### config.mk
export PLATFORM = sky130hd
export DESIGN_NAME = alu_arbiter_flat
export DESIGN_NICKNAME = d
export VERILOG_FILES = /design/src/rtl/alu_arbiter_if.sv /design/src/rtl/alu_arbiter.sv /design/src/flat_wrapper.sv
export SDC_FILE = /design/constraint.sdc
export NUM_CORES = 1
export LEC_CHECK = 0
export ABC_AREA = 1
export CELL_PAD_IN_SITES_DETAIL_PLACEMENT = 0
export CELL_PAD_IN_SITES_GLOBAL_PLACEMENT = 1
export CORE_MARGIN = 5
export CORE_UTILIZATION = 17
export DETAILED_ROUTE_END_ITERATION = 6
export GPL_ROUTABILITY_DRIVEN = 0
export PLACE_DENSITY = 0.79
export SETUP_SLACK_MARGIN = 0.05
export SLEW_MARGIN = 25
export SYNTH_ARGS = -nofsm -noshare
export SYNTH_HDL_FRONTEND = slang
export SYNTH_SLANG_ARGS = --single-unit
### constraint.sdc
create_clock -name clk -period 1.9 [get_ports clk]
set_clock_uncertainty 0.2 [all_clocks]
set_input_delay 0.475 -clock clk [delete_from_list [all_inputs] [get_ports clk]]
set_output_delay 0.475 -clock clk [all_outputs]
set_load 0.02 [all_outputs]
### src/rtl/alu_arbiter_if.sv
// alu_arbiter_if: bundles the two requester command ports, the ALU drive/result bus and the
// response port of alu_arbiter.
//   master : requester + ALU side (drives commands and alu_out, receives grants and responses)
//   slave  : arbiter side (alu_arbiter)
// Optional macro ALU_ARB_LOCK_EN adds the reqN_lock signals.
interface alu_arbiter_if #(
    parameter int unsigned DATA_W = 16
);
    logic              req0_valid, req1_valid;
    logic              req0_ready, req1_ready;
    logic [1:0]        req0_op,    req1_op;
    logic [2:0]        req0_funct, req1_funct;
    logic [1:0]        req0_shamt, req1_shamt;
    logic [7:0]        req0_idata, req1_idata;
    logic [DATA_W-1:0] req0_reg1,  req1_reg1;
    logic [DATA_W-1:0] req0_reg2,  req1_reg2;
`ifdef ALU_ARB_LOCK_EN
    logic              req0_lock,  req1_lock;
`endif

    logic [1:0]        alu_op;
    logic [2:0]        alu_funct;
    logic [1:0]        alu_shamt;
    logic [7:0]        alu_idata;
    logic [DATA_W-1:0] alu_reg1, alu_reg2;
    logic [DATA_W-1:0] alu_out;

    logic              rsp_valid;
    logic              rsp_id;
    logic [DATA_W-1:0] rsp_data;
    logic              rsp_err;

    modport master (
`ifdef ALU_ARB_LOCK_EN
        output req0_lock, req1_lock,
`endif
        output req0_valid, req0_op, req0_funct, req0_shamt, req0_idata, req0_reg1, req0_reg2,
        output req1_valid, req1_op, req1_funct, req1_shamt, req1_idata, req1_reg1, req1_reg2,
        input  req0_ready, req1_ready,
        input  alu_op, alu_funct, alu_shamt, alu_idata, alu_reg1, alu_reg2,
        output alu_out,
        input  rsp_valid, rsp_id, rsp_data, rsp_err
    );

    modport slave (
`ifdef ALU_ARB_LOCK_EN
        input  req0_lock, req1_lock,
`endif
        input  req0_valid, req0_op, req0_funct, req0_shamt, req0_idata, req0_reg1, req0_reg2,
        input  req1_valid, req1_op, req1_funct, req1_shamt, req1_idata, req1_reg1, req1_reg2,
        output req0_ready, req1_ready,
        output alu_op, alu_funct, alu_shamt, alu_idata, alu_reg1, alu_reg2,
        input  alu_out,
        output rsp_valid, rsp_id, rsp_data, rsp_err
    );
endinterface

### src/rtl/alu_arbiter.sv
// alu_arbiter: shares one single-cycle ALU between the execute stage (id 0) and the
// multi-cycle/coprocessor unit (id 1) with round-robin arbitration. The granted command is
// driven onto the ALU combinationally; the result is registered and returned one cycle later
// tagged with the requester id. Illegal {op,funct} codes return data 0 with rsp_err set.
// Ports:
//   clk   : clock, rising edge
//   rst_n : asynchronous reset, active low
//   bus   : alu_arbiter_if.slave (request ports, ALU bus, response port)
// Optional macro ALU_ARB_LOCK_EN: reqN_lock lets a requester hold ALU ownership for up to
// LOCK_MAX consecutive locked transfers.
module alu_arbiter #(
    parameter int unsigned DATA_W    = 16,
    parameter bit          RESET_PTR = 1'b0,
    parameter int unsigned LOCK_MAX  = 4
) (
    input logic          clk,
    input logic          rst_n,
    alu_arbiter_if.slave bus
);
    logic              rr_ptr_q, rr_ptr_d;
    logic              elig0, elig1;
    logic              gnt0, gnt1, xfer, gnt_id;
    logic              legal;
    logic              rsp_valid_q, rsp_valid_d;
    logic              rsp_id_q, rsp_id_d;
    logic [DATA_W-1:0] rsp_data_q, rsp_data_d;
    logic              rsp_err_q, rsp_err_d;

`ifdef ALU_ARB_LOCK_EN
    logic       own_q, own_d;
    logic       own_id_q, own_id_d;
    logic [2:0] lock_cnt_q, lock_cnt_d;
    logic [2:0] lock_cnt_inc;
    logic       gnt_lock;

    // An owner masks the other requester; a missing owner leaves the ALU idle.
    assign elig0 = bus.req0_valid & (~own_q | ~own_id_q);
    assign elig1 = bus.req1_valid & (~own_q | own_id_q);
`else
    assign elig0 = bus.req0_valid;
    assign elig1 = bus.req1_valid;
`endif

    // Grants are forced low during reset so nothing transfers into a clearing pipeline.
    assign gnt0   = rst_n & elig0 & (~elig1 | ~rr_ptr_q);
    assign gnt1   = rst_n & elig1 & (~elig0 | rr_ptr_q);
    assign xfer   = gnt0 | gnt1;
    assign gnt_id = gnt1;

    assign bus.req0_ready = gnt0;
    assign bus.req1_ready = gnt1;

    always_comb begin
        bus.alu_op    = '0;
        bus.alu_funct = '0;
        bus.alu_shamt = '0;
        bus.alu_idata = '0;
        bus.alu_reg1  = '0;
        bus.alu_reg2  = '0;
        if (gnt0) begin
            bus.alu_op    = bus.req0_op;
            bus.alu_funct = bus.req0_funct;
            bus.alu_shamt = bus.req0_shamt;
            bus.alu_idata = bus.req0_idata;
            bus.alu_reg1  = bus.req0_reg1;
            bus.alu_reg2  = bus.req0_reg2;
        end else if (gnt1) begin
            bus.alu_op    = bus.req1_op;
            bus.alu_funct = bus.req1_funct;
            bus.alu_shamt = bus.req1_shamt;
            bus.alu_idata = bus.req1_idata;
            bus.alu_reg1  = bus.req1_reg1;
            bus.alu_reg2  = bus.req1_reg2;
        end
    end

    // Legal space: 00_000..00_110 and 01_000..01_011.
    always_comb begin
        legal = 1'b0;
        unique case (bus.alu_op)
            2'b00:   legal = (bus.alu_funct != 3'b111);
            2'b01:   legal = ~bus.alu_funct[2];
            default: legal = 1'b0;
        endcase
    end

    always_comb begin
        rr_ptr_d    = rr_ptr_q;
        rsp_valid_d = xfer;
        rsp_id_d    = rsp_id_q;
        rsp_data_d  = rsp_data_q;
        rsp_err_d   = rsp_err_q;
        if (xfer) begin
            rr_ptr_d   = ~gnt_id;
            rsp_id_d   = gnt_id;
            rsp_data_d = legal ? bus.alu_out : '0;
            rsp_err_d  = ~legal;
        end
    end

`ifdef ALU_ARB_LOCK_EN
    always_comb begin
        own_d        = own_q;
        own_id_d     = own_id_q;
        lock_cnt_d   = lock_cnt_q;
        gnt_lock     = gnt1 ? bus.req1_lock : bus.req0_lock;
        // A fresh lock counts as the first locked transfer.
        lock_cnt_inc = own_q ? lock_cnt_q + 3'd1 : 3'd1;
        if (xfer) begin
            if (!gnt_lock || ({29'd0, lock_cnt_inc} >= LOCK_MAX)) begin
                own_d      = 1'b0;
                lock_cnt_d = '0;
            end else begin
                own_d      = 1'b1;
                own_id_d   = gnt_id;
                lock_cnt_d = lock_cnt_inc;
            end
        end
    end

    always_ff @(posedge clk or negedge rst_n) begin
        if (!rst_n) begin
            own_q      <= 1'b0;
            own_id_q   <= 1'b0;
            lock_cnt_q <= '0;
        end else begin
            own_q      <= own_d;
            own_id_q   <= own_id_d;
            lock_cnt_q <= lock_cnt_d;
        end
    end
`endif

    always_ff @(posedge clk or negedge rst_n) begin
        if (!rst_n) begin
            rr_ptr_q    <= RESET_PTR;
            rsp_valid_q <= 1'b0;
            rsp_id_q    <= 1'b0;
            rsp_data_q  <= '0;
            rsp_err_q   <= 1'b0;
        end else begin
            rr_ptr_q    <= rr_ptr_d;
            rsp_valid_q <= rsp_valid_d;
            rsp_id_q    <= rsp_id_d;
            rsp_data_q  <= rsp_data_d;
            rsp_err_q   <= rsp_err_d;
        end
    end

    assign bus.rsp_valid = rsp_valid_q;
    assign bus.rsp_id    = rsp_id_q;
    assign bus.rsp_data  = rsp_data_q;
    assign bus.rsp_err   = rsp_err_q;
endmodule

### src/flat_wrapper.sv
// flat-port wrapper written by rule: the top's interface ports become plain ports
module alu_arbiter_flat 
#(
    parameter int unsigned DATA_W    = 16,
    parameter bit          RESET_PTR = 1'b0,
    parameter int unsigned LOCK_MAX  = 4
)
  (clk, rst_n, bus_req0_valid, bus_req0_op, bus_req0_funct, bus_req0_shamt, bus_req0_idata, bus_req0_reg1, bus_req0_reg2, bus_req1_valid, bus_req1_op, bus_req1_funct, bus_req1_shamt, bus_req1_idata, bus_req1_reg1, bus_req1_reg2, bus_req0_ready, bus_req1_ready, bus_alu_op, bus_alu_funct, bus_alu_shamt, bus_alu_idata, bus_alu_reg1, bus_alu_reg2, bus_alu_out, bus_rsp_valid, bus_rsp_id, bus_rsp_data, bus_rsp_err);
  alu_arbiter_if #(.DATA_W(DATA_W)) bus_i ();
  input logic clk;
  input logic rst_n;
  input wire logic [$bits(bus_i.req0_valid)-1:0] bus_req0_valid;
  input wire logic [$bits(bus_i.req0_op)-1:0] bus_req0_op;
  input wire logic [$bits(bus_i.req0_funct)-1:0] bus_req0_funct;
  input wire logic [$bits(bus_i.req0_shamt)-1:0] bus_req0_shamt;
  input wire logic [$bits(bus_i.req0_idata)-1:0] bus_req0_idata;
  input wire logic [$bits(bus_i.req0_reg1)-1:0] bus_req0_reg1;
  input wire logic [$bits(bus_i.req0_reg2)-1:0] bus_req0_reg2;
  input wire logic [$bits(bus_i.req1_valid)-1:0] bus_req1_valid;
  input wire logic [$bits(bus_i.req1_op)-1:0] bus_req1_op;
  input wire logic [$bits(bus_i.req1_funct)-1:0] bus_req1_funct;
  input wire logic [$bits(bus_i.req1_shamt)-1:0] bus_req1_shamt;
  input wire logic [$bits(bus_i.req1_idata)-1:0] bus_req1_idata;
  input wire logic [$bits(bus_i.req1_reg1)-1:0] bus_req1_reg1;
  input wire logic [$bits(bus_i.req1_reg2)-1:0] bus_req1_reg2;
  output wire logic [$bits(bus_i.req0_ready)-1:0] bus_req0_ready;
  output wire logic [$bits(bus_i.req1_ready)-1:0] bus_req1_ready;
  output wire logic [$bits(bus_i.alu_op)-1:0] bus_alu_op;
  output wire logic [$bits(bus_i.alu_funct)-1:0] bus_alu_funct;
  output wire logic [$bits(bus_i.alu_shamt)-1:0] bus_alu_shamt;
  output wire logic [$bits(bus_i.alu_idata)-1:0] bus_alu_idata;
  output wire logic [$bits(bus_i.alu_reg1)-1:0] bus_alu_reg1;
  output wire logic [$bits(bus_i.alu_reg2)-1:0] bus_alu_reg2;
  input wire logic [$bits(bus_i.alu_out)-1:0] bus_alu_out;
  output wire logic [$bits(bus_i.rsp_valid)-1:0] bus_rsp_valid;
  output wire logic [$bits(bus_i.rsp_id)-1:0] bus_rsp_id;
  output wire logic [$bits(bus_i.rsp_data)-1:0] bus_rsp_data;
  output wire logic [$bits(bus_i.rsp_err)-1:0] bus_rsp_err;
  assign bus_i.req0_valid = bus_req0_valid;
  assign bus_i.req0_op = bus_req0_op;
  assign bus_i.req0_funct = bus_req0_funct;
  assign bus_i.req0_shamt = bus_req0_shamt;
  assign bus_i.req0_idata = bus_req0_idata;
  assign bus_i.req0_reg1 = bus_req0_reg1;
  assign bus_i.req0_reg2 = bus_req0_reg2;
  assign bus_i.req1_valid = bus_req1_valid;
  assign bus_i.req1_op = bus_req1_op;
  assign bus_i.req1_funct = bus_req1_funct;
  assign bus_i.req1_shamt = bus_req1_shamt;
  assign bus_i.req1_idata = bus_req1_idata;
  assign bus_i.req1_reg1 = bus_req1_reg1;
  assign bus_i.req1_reg2 = bus_req1_reg2;
  assign bus_req0_ready = bus_i.req0_ready;
  assign bus_req1_ready = bus_i.req1_ready;
  assign bus_alu_op = bus_i.alu_op;
  assign bus_alu_funct = bus_i.alu_funct;
  assign bus_alu_shamt = bus_i.alu_shamt;
  assign bus_alu_idata = bus_i.alu_idata;
  assign bus_alu_reg1 = bus_i.alu_reg1;
  assign bus_alu_reg2 = bus_i.alu_reg2;
  assign bus_i.alu_out = bus_alu_out;
  assign bus_rsp_valid = bus_i.rsp_valid;
  assign bus_rsp_id = bus_i.rsp_id;
  assign bus_rsp_data = bus_i.rsp_data;
  assign bus_rsp_err = bus_i.rsp_err;
  alu_arbiter #(.DATA_W(DATA_W), .RESET_PTR(RESET_PTR), .LOCK_MAX(LOCK_MAX)) u_core (.clk(clk), .rst_n(rst_n), .bus(bus_i));
endmodule
# --- Word level (Yosys, flattened, before mapping) ---
# Index checks and enable logic that the tools add are counted.
op_classes:
  n_eq_ne: 2
  mux: 14
  n_bitwise: 13
  reduce_logical: 1
op_table:
  columns: ["op", "n"]
  rows:
  - ["2-to-1 mux 16 bit", 5]
  - ["2-to-1 mux 8 bit", 2]
  - ["2-to-1 mux 2 bit", 4]
  - ["2-to-1 mux 3 bit", 2]
  - ["inverter 1 bit", 6]
  - ["bitwise AND 1 bit", 4]
  - ["!= test 3 bit (second input constant)", 1]
  - ["bitwise OR 1 bit", 3]
  - ["equality test 2 x 1 -> 1 bit (second input constant)", 1]
  - ["zero test 2 bit", 1]
  - ["case mux 1 bit (2 select lines)", 1]
word_totals:
  ff_bits: 20
  in_bits: 114

# --- Longest topological paths before layout ---
depth:
  ltp_word: 8
  mapped_depth: 10
  mapped_depth_nobuf: 9

# --- Least setup slack after synthesis ---
# OpenSTA, ideal clock, no wires.
synth_timing:
  path_kind: "input-to-output"
  start: "input rst_n"
  end: "output bus_alu_reg2[10]"
  arrival_time_ps: 1252
  required_time_ps: 1225
  slack_ps: -27
  path_stages: 6
  path_cell_list: "nand2_2 clkinv_4 nand2_4 inv_4 buf_2 a22o_1"
synth_lines:
  columns: ["item", "line", "rtl"]
  rows:
  - ["from (decl)", "flat_wrapper.sv:11", "input logic rst_n;"]
  - ["bitwise AND 1 bit (2 in a row)", "alu_arbiter.sv:45", "assign gnt0 = rst_n & elig0 & (~elig1 | ~rr_ptr_q);"]
  - ["net bus_req0_ready", "flat_wrapper.sv:26", "output wire logic [$bits(bus_i.req0_ready)-1:0] bus_req0_ready;"]
  - ["2-to-1 mux 16 bit", "alu_arbiter.sv:60", "if (gnt0) begin"]
  - ["to (decl)", "flat_wrapper.sv:33", "output wire logic [$bits(bus_i.alu_reg2)-1:0] bus_alu_reg2;"]
# The timed path passes the listed nets, and every way through them passes these cells.

# --- Worst setup path after layout ---
layout_timing:
  start: "register u_core.rr_ptr_q"
  end: "output bus_alu_idata[5]"
layout_between:
  elab_chain_cells: 4
layout_rtl:
  columns: ["item", "line", "rtl"]
  rows:
  - ["from (decl)", "alu_arbiter.sv:20", "logic rr_ptr_q, rr_ptr_d;"]
  - ["from (signal assigned)", "alu_arbiter.sv:142", "rr_ptr_q <= rr_ptr_d;"]
  - ["bitwise OR 1 bit / inverter 1 bit (equally long branches)", "alu_arbiter.sv:46, alu_arbiter.sv:45", null]
  - ["bitwise AND 1 bit / bitwise OR 1 bit (equally long branches)", "alu_arbiter.sv:46, alu_arbiter.sv:45", null]
  - ["2-to-1 mux 8 bit / bitwise AND 1 bit (equally long branches)", "alu_arbiter.sv:67, alu_arbiter.sv:45", null]
  - ["2-to-1 mux 8 bit *", "alu_arbiter.sv:60", null]
  - ["to (decl)", "flat_wrapper.sv:31", "output wire logic [$bits(bus_i.alu_idata)-1:0] bus_alu_idata;"]
# Every way passes the cells marked *; elsewhere a longest branch is shown, timed or not.

==> results.txt <==
----------------------------------------------------
[Run status]
  Status ... finished, violations left
  Violations in the final reports ... setup timing

[Global route]
  Overflow after GRT ... 0
  Initial antenna violation count ... 0
  Wire length of the first global-routing pass ... roughly 12000 µm
  Global router's overall resource usage ... between 10% and 20%
  Via count of the first global-routing pass ... 2264
  Maximum number of pins on one net before global-route repair ... 35

[Power]
  Lkg Pwr ... ~2.2 nW
  Clock power frac ... around 14%
  Switching pwr ... around 720 µW
  Max IR drop VDD ... approximately 430 µV
  Comb power frac ... about three fifths
  Pwr dens ... between 400 and 500 nW/µm²
  Proportion of total power due to net switching ... a little over a third
  Total power consumption of the routed design ... between 2 and 2.5 mW
  Pint ... 1.317 mW
  Flop pwr share ... 25.6%

[CTS]
  Inserted Clock Buffers ... 3
  Deepest level of the CTS H-tree ... 1
  Longest Clk Path Bufs ... 2
  Root Buffer ... clkbuf_8
  CTS sink count ... 20
  TritonCTS clock tree ... yes
  Clock-pin slew on the worst setup and hold paths ... about 0.080 ns
  Worst-skew pair later-pin latency ... around 0.25 ns

[Worst setup path]
  Number of buffer and inverter instances along the worst setup path ... 4
  Crit. End Element ... output pin
  Highest fanout seen on the critical path ... 11
  Standard cell with the maximum stage delay on the critical path ... dfrtp_1
  Required arrival time at the worst endpoint ... between 1 and 1.5 ns
  Delay contributed by the slowest stage of the critical path ... approximately 0.4 ns
  R2r worst-path depth ... 13
  Worst Setup Start Kind ... flip-flop
  Setup CP Type ... reg -> out
  Crit-path leading delay family ... buffers and inverters
  R2R Path Start ... u_core.rr_ptr_q
  CP Data Arrival Time ... 1.50 ns
  FF-to-FF setup slack ... 0.02 ns
  Crit path cell chain ... buf_6 > nand2_4 > nand2_8 > inv_8 > buf_12 > a22o_4 > buf_4
  Worst R2R End ... u_core.bus.rsp_data[0]

[Timing]
  Final Worst Setup Slack ... -0.2772 ns
  Pins over their slew limit ... 0
  Unrepaired setup endpoints after global routing ... true
  Transition at the pin with the smallest max-transition slack ... 0.2389 ns
  Worst slew margin relative to its limit ... a little over four fifths
  Number of setup violations in the final report ... 49
  Hold Violations, Final ... 0
  Highest Clock Rate ... approximately 0.46 GHz
  Ratio of final minimum period to clock period ... 114.6%
  Time the final worst path needs with I/O delays and setup ... roughly 2.2 ns

[Placed design]
  Count of input and output buffers ... between 150 and 200
  DP Cell Count ... roughly 500
  Placed wire-length estimate ... roughly 6700 µm

[Floorplan]
  Area of the die ... around 11000 µm²
  Die height ... around 110 µm
  Starting density of the core ... approximately 17%
  Area of the placeable core ... between 9000 and 10000 µm²
  I/O pin cnt ... 182
  Chip Width ... between 100 and 150 µm
  Placement Rows ... 35

[Layout]
  Area taken by flip-flops and latches ... ~500 µm²
  Net total in the final layout ... 516
  Area of combinational cells with multiple inputs ... around 1400 µm²
  Layout Area Growth over Synthesis ... 184.2%
  Number of diodes added for antenna fixing ... 0
  Non-filler cells, final ... a little over 500
  Number of filler instances in the final layout ... approximately 860
  Proportion of layout cells with a drive suffix above 1 ... between 40% and 50%

[Drt]
  Remaining DRCs ... 0
  1st-iter DRT viols ... 45
  Overall via count from detail_route ... roughly 2200
  Routed length on met3 ... about 720 µm
  Met2 WL post-DR ... ~4300 µm
  First-pass iteration count of the detailed router ... 4
  Number of nets with antenna violations after detailed routing ... 0
  Ratio of routed vias to standard cells ... between 4 and 5
  Routed WL per cell ... approximately 17 µm
  M1 WL ... between 3000 and 4000 µm
  Wire length after detailed routing ... between 8000 and 9000 µm
  Top layer in use ... met4

[Logic synthesis]
  Post-synthesis cell area ... around 1600 µm²
  Cell count after synthesis ... 193
  Nets in the synthesized netlist ... approximately 310
  Number of synthesized register bits ... 20
  Distinct cell type count of the synthesized netlist ... 17
  Post-synthesis sequential area ratio ... 32.18%
  Yosys synthesis warning count ... 0
  Avg Synthesized Cell Area ... 8.058 µm²

[Flow run]
  Number of violations of the max-capacitance limit ... 0

[Min path]
  Worst hold path class ... in -> async

----------------------------------------------------
[kinds of logic after synthesis]
kind of cell,share of synthesized area [%]
and+or+nand+nor,30.49
AOI/OAI and AO/OA,25.26
buffers and inverters,12.07
DFF,32.18
[per-layer routing]
metal,vias to the layer above,GRT usage (%)
met5,-,0
met4,0,1.388
met3,2,3.980
met2,103,24.54
met1,1007,16.65
li1,1071,-
[flip-flops by register name, summed over array words and instances, names as in the netlist]
register and flops:
u_core.bus.rsp_valid 1, u_core.bus.rsp_id 1, u_core.rr_ptr_q 1, u_core.bus.rsp_err 1
u_core.bus.rsp_data 16
[layout make-up]
type,count,share of cell area [%]
inverter,26,2.775
sequential,20,11.33
multi-input combinational,136,30.83
clock buffer,3,0.9343
tap,111,3.143
timing repair buffer,215,50.99
[cell usage in the layout, fill, tap and decap left out]
cell type and n:
nor2_2 1, nor2_1 16, nand2_1 35, nand3_1 2, inv_8 2, a22o_4 39, o21ai_0 1, nand3_2 21
buf_12 8, nand2_4 7, clkdlybuf4s50_1 110, inv_2 1, buf_2 1, dlygate4sd2_1 19, dfrtp_1 20, dlygate4sd3_1 1
o22ai_4 1, clkbuf_8 3, buf_6 52, clkbuf_16 1, inv_1 20, clkinv_4 1, nand2_8 5, buf_16 1
inv_4 2, a22o_1 3, nand2_2 5, buf_4 21, buf_8 1
[Yosys cell counts]
library cell | number | area share [%]
nand3_2 | 9 | 5.8
dfrtp_1 | 20 | 32
o22ai_4 | 1 | 1.3
clkinv_4 | 1 | 0.56
a22o_1 | 42 | 24
nand3_1 | 14 | 4.5
inv_4 | 3 | 1.2
buf_2 | 11 | 3.5
nand2_1 | 36 | 8.7
nand2_2 | 9 | 3.6
inv_2 | 2 | 0.48
nand2_4 | 5 | 3.6
nor2_1 | 16 | 3.9
nor2_2 | 1 | 0.40
o21ai_0 | 1 | 0.32
buf_6 | 2 | 1.4
inv_1 | 20 | 4.8
[how the worst max path moves through the flow]
stage                               start          endpoint  slack (ns)  cells past startpoint
after floorplan            bus_req1_valid  bus_alu_reg2[10]        0.06                      6
after global placement              rst_n   bus_alu_reg2[9]       -1.09                      8
after detailed placement            rst_n   bus_alu_reg2[7]       -1.12                      8
after CTS                 u_core.rr_ptr_q  bus_alu_reg2[10]       -0.26                      7
after global routing      u_core.rr_ptr_q  bus_alu_idata[5]       -0.32                      7
final                     u_core.rr_ptr_q  bus_alu_idata[5]       -0.28                      7
[metrics by stage]
stage	setup slack [ns]	hold slack, ns	utilization [%]	area [µm²]	TNS, ns
after floorplan	0.05505	-0.02059	-	1959	0
after global placement	-1.093	0.2589	44.78	4059	-59.65
after detailed placement	-1.121	0.2646	44.78	4059	-61.31
after CTS	-0.2623	0.01464	45.48	4123	-10.58
after global routing	-0.3164	0.02280	48.75	4419	-14.21
final	-0.2772	0.008252	48.75	4419	-11.52
[what timing repair did]
| action | CTS | global route |
|---|---|---|
| hold endpoints to repair | 5 | 0 |
| gates cloned | 1 | 3 |
| pin swaps | 5 | 6 |
| hold buffers | 1 | 0 |
| gates resized for setup | 299 | 54 |
| buffers inserted | 5 | 5 |
| setup endpoints to repair | 85 | 66 |
[power groups by stage]
stage	sequential, mW	combinational, mW	clock, mW
CTS	0.522	1.16	0.292
global placement	0.530	1.16	0
floorplan	0.597	0.457	0
finish	0.522	1.24	0.279
detailed placement	0.529	1.17	0
global route	0.531	1.32	0.304
Note: power is estimated with default switching activity, not from simulation.
==> RTL edit 1 (config.mk and constraints unchanged) <==
Take the reset off `rsp_data_q` and load it in a clocked block of its own.
--- a/src/rtl/alu_arbiter.sv
+++ b/src/rtl/alu_arbiter.sv
@@ -138,3 +138,2 @@
             rsp_id_q    <= 1'b0;
-            rsp_data_q  <= '0;
             rsp_err_q   <= 1'b0;
@@ -144,5 +143,8 @@
             rsp_id_q    <= rsp_id_d;
-            rsp_data_q  <= rsp_data_d;
             rsp_err_q   <= rsp_err_d;
         end
+    end
+
+    always_ff @(posedge clk) begin
+        rsp_data_q <= rsp_data_d;
     end
Behaviour: differs if rst_n is asserted again (counterexample within 4 cycles, from zero or initial values and one cycle with rst_n low); with rst_n held inactive, the same outputs for 10 cycles.
==> RTL edit 1 against the unedited design <==
The run still ends with setup timing left. Synthesized area down 12%. Wire length shrank 18%. Setup slack improved by 0.050 ns. Sequential cell count is the same. Total power fell by 12%. Final cell count is 12% lower. Count of clock-buffer cells in the layout stayed put. Final area shrank 13%. Non-clock buffer count down 7. Global-route usage shrank 0.48 points. Sequential share of layout area is 3.8 points higher. Register-to-register slack better by 0.08 ns. Sequential power grew 3%. Critical endpoint is now bus_alu_reg2[9]. Largest power group unchanged.
==> RTL edit 1: results (changes against the unedited design) <==
<table>
<tr><th>Metric</th><th>Value</th></tr>
<tr><th colspan="2">Run status</th></tr>
<tr><td>Outcome</td><td>complete, but fails checks</td></tr>
<tr><td>Failing checks</td><td>setup timing</td></tr>
<tr><th colspan="2">Setup path</th></tr>
<tr><td>R2r setup slk</td><td>0.10 ns (+0.08 ns)</td></tr>
<tr><td>Worst reg2reg path endpoint</td><td>u_core.bus.rsp_data[14]</td></tr>
<tr><td>Delay contributed by the slowest stage of the critical path</td><td>0.38 ns (-0.02 ns)</td></tr>
<tr><td>FF-to-FF path depth</td><td>10 (-3)</td></tr>
<tr><th colspan="2">Placement</th></tr>
<tr><td>Sum of net half-perimeters after detailed placement</td><td>5.63 mm (-16%)</td></tr>
<tr><th colspan="2">Logic synthesis</th></tr>
<tr><td>Count of flip-flops with a built-in enable after synthesis</td><td>16 (+16)</td></tr>
<tr><td>Dominant cells by area after synthesis</td><td>sky130_fd_sc_hd__edfxtp_1 35%, sky130_fd_sc_hd__a22o_1 27%, sky130_fd_sc_hd__dfrtp_1 7.3%</td></tr>
<tr><td>Primary FF master, synth</td><td>sky130_fd_sc_hd__edfxtp_1</td></tr>
<tr><td>Fraction of registers with async set or reset after synthesis</td><td>20.0% (-80 points)</td></tr>
<tr><td>Top post-synthesis cells by count</td><td>42 x sky130_fd_sc_hd__a22o_1, 20 x sky130_fd_sc_hd__inv_1, 16 x sky130_fd_sc_hd__edfxtp_1, 10 x sky130_fd_sc_hd__nor2_2</td></tr>
<tr><td>Instance count of the mapped netlist</td><td>142 (-26%)</td></tr>
<tr><th colspan="2">Detailed routing</th></tr>
<tr><td>Length of the first detailed-routing pass in iterations</td><td>3 (-1)</td></tr>
<tr><td>Initial DRC count</td><td>18 (-60%)</td></tr>
<tr><td>Via total after detailed routing</td><td>1854 (-15%)</td></tr>
<tr><th colspan="2">Min path</th></tr>
<tr><td>Worst hold path class</td><td>flop to flop</td></tr>
<tr><th colspan="2">STA</th></tr>
<tr><td>Setup-failing EPs final</td><td>48 (-2.0%)</td></tr>
<tr><td>Normalized max-slew margin</td><td>84.0% (-0.16 points)</td></tr>
<tr><td>Worst setup slack after layout</td><td>-0.227 ns (+0.0501 ns)</td></tr>
<tr><th colspan="2">Global routing</th></tr>
<tr><td>Wire length of the first global-routing pass</td><td>10.4 mm (-16%)</td></tr>
<tr><td>Pin count of the biggest net entering global routing</td><td>18 (-49%)</td></tr>
<tr><th colspan="2">Final layout</th></tr>
<tr><td>Filler-free cell count of the finished design</td><td>448 (-12%)</td></tr>
<tr><td>Layout Nets</td><td>461 (-11%)</td></tr>
<tr><td>Fraction of final layout cells with drive strength greater than 1</td><td>36.1% (-7.1 points)</td></tr>
<tr><th colspan="2">Power</th></tr>
<tr><td>IR drop worst, VDD</td><td>0.375 mV (-14%)</td></tr>
</table>
-- RTL edit 1: per-stage QoR --
step           TNS, ns  worst slack (ns)  utilization, %  power, mW  cell area (um2)
4_1_cts          -9.30            -0.238            49.1       1.82             3810
3_3_place_gp    -58.17            -0.996            45.1       1.46             3500
6_report         -8.66            -0.227            49.4       1.80             3840
5_1_grt         -11.79            -0.290            49.4       1.89             3840
3_5_place_dp    -59.24             -1.00            45.1       1.46             3500
2_1_floorplan        0            0.0396               -      0.919             1450
-- RTL edit 1: cell type report --
type | count | area, um2
inverters | 26 | 115
flip-flops and latches | 20 | 581
clock inverters | 1 | 3.75
well taps | 102 | 128
repair buffers | 208 | 2190
fillers | 712 | 3930
clock buffers | 3 | 41.3
multi-input cells | 88 | 779
-- RTL edit 1: kinds of logic (layout without fill, tap and decap cells) --
kind of cell / count (synthesis) / count (layout) / share of synthesized area, %
buffers and inverters: 35 / 238 / 11.9
AOI/OAI and AO/OA: 44 / 44 / 28.2
and+or+nand+nor: 43 / 44 / 17.4
DFF: 20 / 20 / 42.5
-- RTL edit 1: where the power goes --
part	total, mW	internal (mW)	switching (mW)
Sequential	0.537	0.524	0.0129
Clock	0.273	0.144	0.130
Combinational	0.993	0.571	0.423
Total	1.80	1.24	0.565
-- RTL edit 1: worst max-delay path by stage --
stage | to | slack [ns] | cells after the start
2_1_floorplan | bus_alu_idata[0] | 0.04 | 6
3_3_place_gp | bus_alu_reg1[8] | -1.0 | 8
3_5_place_dp | bus_alu_reg1[10] | -1.00 | 8
4_1_cts | bus_alu_reg1[0] | -0.24 | 7
5_1_grt | bus_alu_reg2[9] | -0.29 | 7
6_report | bus_alu_reg2[9] | -0.23 | 7
-- RTL edit 1: repair_timing --
action | 4_1_cts | 5_1_grt
pin swaps | 18 | 17
cloned | 5 | 0
endpoints found under the setup margin | 85 | 65
buffers inserted | 8 | 0
gates resized for setup | 336 | 7
endpoints found under the hold margin | 4 | 0
hold buffers | 1 | 0
-- RTL edit 1: critical path: cells and delay by family (launching register included) --
kind	cells	cell delay (ns)
buffers and inverters	4	0.46
DFF	1	0.38
AOI/OAI and AO/OA	1	0.23
and+or+nand+nor	2	0.12
-- RTL edit 1: layer usage --
layer	track usage, %	part of all wire [%]	vias up
met2	25.5	53	104
met3	4.35	11	4
li1	-	-	914
met5	0	0	-
met1	13.9	36	832
met4	2.52	0.53	0
==> RTL edit 2 (config.mk and constraints unchanged) <==
Without the edit above. `DATA_W` is set to 16 in 3 places; all go to 24.
--- a/src/rtl/alu_arbiter_if.sv
+++ b/src/rtl/alu_arbiter_if.sv
@@ -6,3 +6,3 @@
 interface alu_arbiter_if #(
-    parameter int unsigned DATA_W = 16
+    parameter int unsigned DATA_W = 24
 );
--- a/src/rtl/alu_arbiter.sv
+++ b/src/rtl/alu_arbiter.sv
@@ -11,3 +11,3 @@
 module alu_arbiter #(
-    parameter int unsigned DATA_W    = 16,
+    parameter int unsigned DATA_W    = 24,
     parameter bit          RESET_PTR = 1'b0,
--- a/src/flat_wrapper.sv
+++ b/src/flat_wrapper.sv
@@ -3,3 +3,3 @@
 #(
-    parameter int unsigned DATA_W    = 16,
+    parameter int unsigned DATA_W    = 24,
     parameter bit          RESET_PTR = 1'b0,
Interface: changed (8 resized); port bits go from 182 to 246. The function was not compared with the original's and may differ.
==> RTL edit 2 against the unedited design <==
The flow still finishes with violations (setup timing). Wire length is 57% higher. Final area is 34% higher. Fmax is 4.3% lower. Total power is 48% higher. Synthesized area is 35% higher. Sequential cell count is 8 higher. Setup slack worse by 0.098 ns. Critical path type unchanged.
==> RTL edit 2: results (changes against the unedited design) <==
<table>
<tr><th>Metric</th><th>Value</th></tr>
<tr><th colspan="2">Run status</th></tr>
<tr><td>Outcome</td><td>complete, but fails checks</td></tr>
<tr><td>Failing checks</td><td>setup timing</td></tr>
<tr><th colspan="2">Detailed routing</th></tr>
<tr><td>Routed wl met3</td><td>1.19 mm (+66%)</td></tr>
<tr><td>Via total after detailed routing</td><td>3027 (+39%)</td></tr>
<tr><td>WL met1</td><td>4.85 mm (+42%)</td></tr>
<tr><td>Detailed-route vias per instance</td><td>4.26 (-0.34%)</td></tr>
<tr><td>Metal2 WL</td><td>7.03 mm (+62%)</td></tr>
<tr><th colspan="2">Global routing</th></tr>
<tr><td>Pin count of the biggest net entering global routing</td><td>50 (+43%)</td></tr>
<tr><td>Number of global-route vias before repair</td><td>3207 (+42%)</td></tr>
<tr><td>Wire length of the first global-routing pass</td><td>19.1 mm (+54%)</td></tr>
<tr><td>Met3 track demand over resource</td><td>4.62% (+0.63 points)</td></tr>
<tr><td>Met2 global-route usage</td><td>30.5% (+6.0 points)</td></tr>
<tr><th colspan="2">STA</th></tr>
<tr><td>Worst setup slack after layout</td><td>-0.375 ns (-0.0982 ns)</td></tr>
<tr><td>Normalized max-slew margin</td><td>76.8% (-7.3 points)</td></tr>
<tr><td>Setup-failing EPs final</td><td>65 (+33%)</td></tr>
<tr><th colspan="2">Final layout</th></tr>
<tr><td>Largest register FFs</td><td>24 (+8)</td></tr>
<tr><td>Layout Nets</td><td>693 (+34%)</td></tr>
<tr><td>Final-layout clock-cell area share</td><td>1.77% (+0.84 points)</td></tr>
<tr><td>Non-clock buffer share</td><td>53.3% (+2.3 points)</td></tr>
<tr><th colspan="2">Logic synthesis</th></tr>
<tr><td>Syn nets</td><td>419 (+36%)</td></tr>
<tr><td>Top post-synthesis cells by count</td><td>60 x sky130_fd_sc_hd__nand2_1, 58 x sky130_fd_sc_hd__a22o_1, 28 x sky130_fd_sc_hd__dfrtp_1, 28 x sky130_fd_sc_hd__inv_1, 25 x sky130_fd_sc_hd__nor2_1</td></tr>
<tr><td>Part of the Yosys area used for sequential elements</td><td>33.3% (+1.2 points)</td></tr>
<tr><th colspan="2">Setup path</th></tr>
<tr><td>Critical path arrival</td><td>1.60 ns (+0.10 ns)</td></tr>
<tr><td>Maximum fanout encountered on the critical timing path</td><td>9 (-2)</td></tr>
<tr><th colspan="2">Power</th></tr>
<tr><td>Internal Dissipation</td><td>2.01 mW (+53%)</td></tr>
<tr><th colspan="2">Placement</th></tr>
<tr><td>Post-detailed-placement cell area</td><td>5260 um2 (+29%)</td></tr>
</table>
-- RTL edit 2: changes by cell type after synthesis, sizes merged --
cell	change
clkbuf	+1
buf	+7
nand3	+8
nand2	+16
inv	+8
nor2	+8
dfrtp	+8
a22o	+16
-- RTL edit 2: path summary, 6_finish.rpt --
kind	from	end	slack [ns]	depth (start not counted)
max	u_core.rr_ptr_q	bus_alu_reg2[10]	-0.38	8
min in group clk	u_core.bus.rsp_id	u_core.bus.rsp_id	0.28	2
min	rst_n	u_core.bus.rsp_data[23]	0.08	2
max reg2reg	u_core.rr_ptr_q	u_core.bus.rsp_data[15]	0.01	13
min reg2reg	u_core.bus.rsp_id	u_core.bus.rsp_id	0.28	2
max in group asynchronous	rst_n	u_core.rr_ptr_q	0.89	3
-- RTL edit 2: timing repair --
action / 4_1_cts / 5_1_grt
setup buffers: 10 / 2
pin swaps: 12 / 13
gates resized for setup: 448 / 34
endpoints found under the hold margin: 2 / 0
endpoints found under the setup margin: 117 / 90
hold buffers: 1 / 0
gates cloned: 7 / 0
-- RTL edit 2: kinds of logic after synthesis --
logic type             Yosys count
DFF                             28
and+or+nand+nor                122
AOI/OAI and AO/OA               60
buffers and inverters           55
-- RTL edit 2: power groups by stage --
| stage | clock (mW) | combinational, mW | sequential, mW |
|---|---|---|---|
| 3_5_place_dp | 0 | 1.51 | 0.738 |
| 3_3_place_gp | 0 | 1.50 | 0.741 |
| 2_1_floorplan | 0 | 0.549 | 0.837 |
| 5_1_grt | 0.673 | 1.76 | 0.738 |
| 4_1_cts | 0.658 | 1.63 | 0.728 |
| 6_report | 0.639 | 1.66 | 0.726 |
